### src/rtl/buffer_chain_rx.sv
// Receive-end terminator of a buffering chain: DEPTH-entry circular FIFO between two valid/ready ports.
// Optional parity screening on the input word is enabled by defining BUFFER_CHAIN_RX_PARITY_EN.
module buffer_chain_rx #(
   parameter int WIDTH = 8,
   parameter int DEPTH = 4,
   parameter int AW    = $clog2(DEPTH)
) (
   input  logic             clk,
   input  logic             rst_n,
   input  logic             in_valid,
   input  logic [WIDTH-1:0] in_data,
   input  logic             in_par,
   output logic             in_ready,
   output logic             out_valid,
   output logic [WIDTH-1:0] out_data,
   input  logic             out_ready,
   output logic [AW:0]      count,
   output logic             ovf,
   output logic             par_err
);

   localparam logic [AW:0] FULL = (AW+1)'(DEPTH);

   logic [WIDTH-1:0] mem [DEPTH];
   logic [AW-1:0]    wp;
   logic [AW-1:0]    rp;
   logic [AW:0]      cnt;
   logic             run;
   logic             ovf_q;
   logic             full;
   logic             empty;
   logic             accept;
   logic             push;
   logic             pop;
   logic             par_ok;

   assign full      = (cnt == FULL);
   assign empty     = (cnt == '0);
   // run holds in_ready low until the first edge after reset release
   assign in_ready  = run && !full;
   assign out_valid = !empty;
   assign accept    = in_valid && in_ready;
   assign push      = accept && par_ok;
   assign pop       = out_valid && out_ready;
   assign out_data  = empty ? '0 : mem[rp];
   assign count     = cnt;
   assign ovf       = ovf_q;

`ifdef BUFFER_CHAIN_RX_PARITY_EN
   logic perr_q;

   assign par_ok  = ~^{in_data, in_par};
   assign par_err = perr_q;

   always_ff @(posedge clk or negedge rst_n) begin
      if (!rst_n) begin
         perr_q <= 1'b0;
      end else if (accept && !par_ok) begin
         perr_q <= 1'b1;
      end
   end
`else
   logic unused_par;

   assign unused_par = in_par;
   assign par_ok     = 1'b1;
   assign par_err    = 1'b0;
`endif

   always_ff @(posedge clk) begin
      if (push) begin
         mem[wp] <= in_data;
      end
   end

   always_ff @(posedge clk or negedge rst_n) begin
      if (!rst_n) begin
         run   <= 1'b0;
         wp    <= '0;
         rp    <= '0;
         cnt   <= '0;
         ovf_q <= 1'b0;
      end else begin
         run <= 1'b1;
         if (push) begin
            wp <= wp + 1'b1;
         end
         if (pop) begin
            rp <= rp + 1'b1;
         end
         case ({push, pop})
            2'b10:   cnt <= cnt + 1'b1;
            2'b01:   cnt <= cnt - 1'b1;
            default: cnt <= cnt;
         endcase
         if (in_valid && full) begin
            ovf_q <= 1'b1;
         end
      end
   end

endmodule

### config.mk
export PLATFORM = sky130hd
export DESIGN_NAME = buffer_chain_rx
export DESIGN_NICKNAME = d
export VERILOG_FILES = /design/src/rtl/buffer_chain_rx.sv
export SDC_FILE = /design/constraint.sdc
export NUM_CORES = 1
export LEC_CHECK = 0
export ABC_AREA = 1
export CORE_ASPECT_RATIO = 1.1
export CORE_MARGIN = 3
export CORE_UTILIZATION = 55
export CTS_BUF_LIST = sky130_fd_sc_hd__clkbuf_2 sky130_fd_sc_hd__clkbuf_4 sky130_fd_sc_hd__clkbuf_8
export DETAILED_ROUTE_END_ITERATION = 6
export PLACE_DENSITY = 0.87
export SLEW_MARGIN = 15
export SYNTH_ARGS = -nofsm -noshare
export SYNTH_HDL_FRONTEND = slang
export SYNTH_SLANG_ARGS = --single-unit
### constraint.sdc
create_clock -name clk -period 4.85 [get_ports clk]
set_input_delay 1.2125 -clock clk [delete_from_list [all_inputs] [get_ports clk]]
set_output_delay 1.2125 -clock clk [all_outputs]
set_load 0.03 [all_outputs]
==> run_results.csv <==
group,metric,value,unit
clock_network,post_cts_buffers,0,
logic_synthesis,synth_area,0.00192,mm²
timing,rsz0062_at_grt,"no",
grt,grt_pass1_wl,5240,µm
clock_network,cts-root-buf,"clkbuf_4",
timing,hold_viol,0,
timing,setup_viol,0,
clock_network,postCtsHoldBufs,0,
timing,fin_crit,3.67,ns
logic_synthesis,synthCells,190,
power,powerDensity,593,mW/mm²
critical_path,critPathCaptureType,"primary output",
layout,register_area,0.00119,mm²
layout,final_cell_mix,"48 x inv_1, 44 x nand2_1, 32 x edfxtp_1",
timing,finalCritPeriodShare,0.756,
detailed_routing,drt-wirelength-per-cell,12.3,µm
critical_path,required,3.64,ns
timing,finalMaxSlewViolations,0,
clock_network,cts_tree,"done",
clock_network,htreeDepth,2,
die,pin_count,28,
timing,relSlewSlack,0.503,
die,fp-row-count,21,
clock_network,cts_resized,0,
layout,layout-drive-gt1-share,0.0596,
layout,fill_cells,236,
logic_synthesis,synth_seq_area_share,0.617,
logic_synthesis,ys_ff_latch,41,
timing,fmax,273,MHz
power,p_leak,1.02,nW
clock_network,worstSkewPairLatency,0.34,ns
clock_network,clkTransAtPathRegs,0.11,ns
timing,whs,0.496,ns
detailed_routing,wirelength,3250,µm
critical_path,worstPathArrival,2.45,ns
layout,multi_input_area,495,µm²
logic_synthesis,ys_types,22,
critical_path,path_class,"flop to primary output",
run,maxCapViolCount,0,
die,start_util,0.600,
detailed_routing,vias,1285,
logic_synthesis,syn_nets,209,
layout,final_net_count,236,
logic_synthesis,synth_area_per_cell,10.1,µm²
timing,finClkSkew,0.00915,ns
detailed_routing,postRouteAntennaNets,0,
die,core,0.00321,mm²
clock_network,numClockSinks,41,
die,fp.dieH,68.0,µm
detailed_routing,avgViaCountPerCell,4.87,
layout,layout-area-overhead-vs-synth,16.7,%
placed_design,gp_congestion,0.752,
layout,mostFrequentLayoutCell,"inv_1",
grt,antenna_found_initial,0,
critical_path,crit_path_max_fanout,19,
placed_design,post-place-ws,1.60,ns
die,dieArea,0.00424,mm²
power,peakVddDrop,0.368,mV
placed_design,port_buffers,25,
clock_network,clockBufferDepth,2,
run_status,status,"finished, final reports clean",
grt,grt_pass1_vias,1262,
placed_design,hpwl,2320,µm
clock_network,cts_made_buffers,5,
detailed_routing,drtIter0Drc,39,
critical_path,startpoint_type,"flop",
detailed_routing,first_pass_iters,4,
detailed_routing,remaining_drc_errors,0,
layout,diodes,0,
grt,grtUsageTotal,0.167,
grt,overflow,0,
timing,tns,0,ns
grt,grt_max_degree,20,
timing,tightest_slew,0.746,ns
die,die_x,62.4,µm
timing,worst_slack,1.18,ns
logic_synthesis,synth_warnings,0,
min_path,hold_path.class,"flop to flop",
## Yosys cell counts (all sizes together)
cell,number,area (µm²)
fa,1,20.0
conb,2,7.51
xnor2,2,17.5
edfxtp,32,961
and2,1,6.26
a21oi,8,43.8
nand4,3,18.8
nor2,4,15.0
o21bai,1,7.51
ha,5,62.6
o21ai,2,10.0
buf,5,52.5
nand3,21,115
dfrtp,9,225
nand2,45,171
inv,49,189
## metal layers
layer	vias up	GRT usage	share of wire
li1	644	-	-
met1	598	0.166	0.40
met2	32	0.316	0.53
met3	11	0.0509	0.048
met4	0	0.0964	0.028
met5	-	0	0
## per-stage QoR
| stage | total power, mW | area [µm²] | util | std cells |
|---|---|---|---|---|
| 2_1_floorplan | 0.958 | 1920 | - | 190 |
| 3_3_place_gp | 1.14 | 2180 | 0.680 | 256 |
| 3_5_place_dp | 1.16 | 2180 | 0.680 | 256 |
| 4_1_cts | 1.34 | 2240 | 0.700 | 264 |
| 5_1_grt | 1.42 | 2240 | 0.700 | 264 |
| 6_report | 1.33 | 2240 | 0.700 | 264 |
## cell type report
class                      count  share of cell area
multi-input combinational     95               0.221
tap                           46              0.0256
timing repair buffer          25               0.111
clock buffer                   8              0.0295
inverter                      49              0.0842
sequential                    41               0.528
## report_power, final
part	switching (mW)	total [mW]	internal, mW
Sequential	0.0732	0.514	0.441
Combinational	0.390	0.638	0.248
Clock	0.0963	0.179	0.0828
## flip-flops by register name, indices dropped and copies added, names as in the netlist
| register | cells |
|---|---|
| mem | 32 |
| wp | 2 |
| rp | 2 |
| run | 1 |
| ovf | 1 |
| count | 3 |
## cells by family (layout without fill, tap and decap cells)
group                    count (synthesis)  in the layout  synth area share
AO/OA/AOI/OAI                           11             11            0.0319
AND/OR/NAND/NOR                         74             74             0.170
flip-flops                              41             41             0.617
other                                    2              2           0.00391
XOR/XNOR                                 2              2           0.00911
buffers and inverters                   54             82             0.126
adder cells (fa/ha/maj)                  6              6            0.0429
## final timing paths
path	slack (ns)	cells past startpoint	from	to
max	1.18	5	rp[0]$_DFFE_PN0P_	out_data[7]
min	0.50	1	ovf$_DFFE_PN0P_	ovf$_DFFE_PN0P_
max reg2reg	2.94	10	count[0]$_DFFE_PN0P_	count[2]$_DFFE_PN0P_
min reg2reg	0.50	1	ovf$_DFFE_PN0P_	ovf$_DFFE_PN0P_
max in group asynchronous	3.39	1	rst_n	rp[1]$_DFFE_PN0P_
min in group asynchronous	1.17	1	rst_n	count[2]$_DFFE_PN0P_
## critical path: stages (launching register included)
cell,delay [ns]
dfrtp_1,0.84
inv_6,0.16
nand2_1,0.12
nand3_1,0.07
a21oi_1,0.21
clkdlybuf4s50_1,0.71
(Power assumes the default switching activity.)
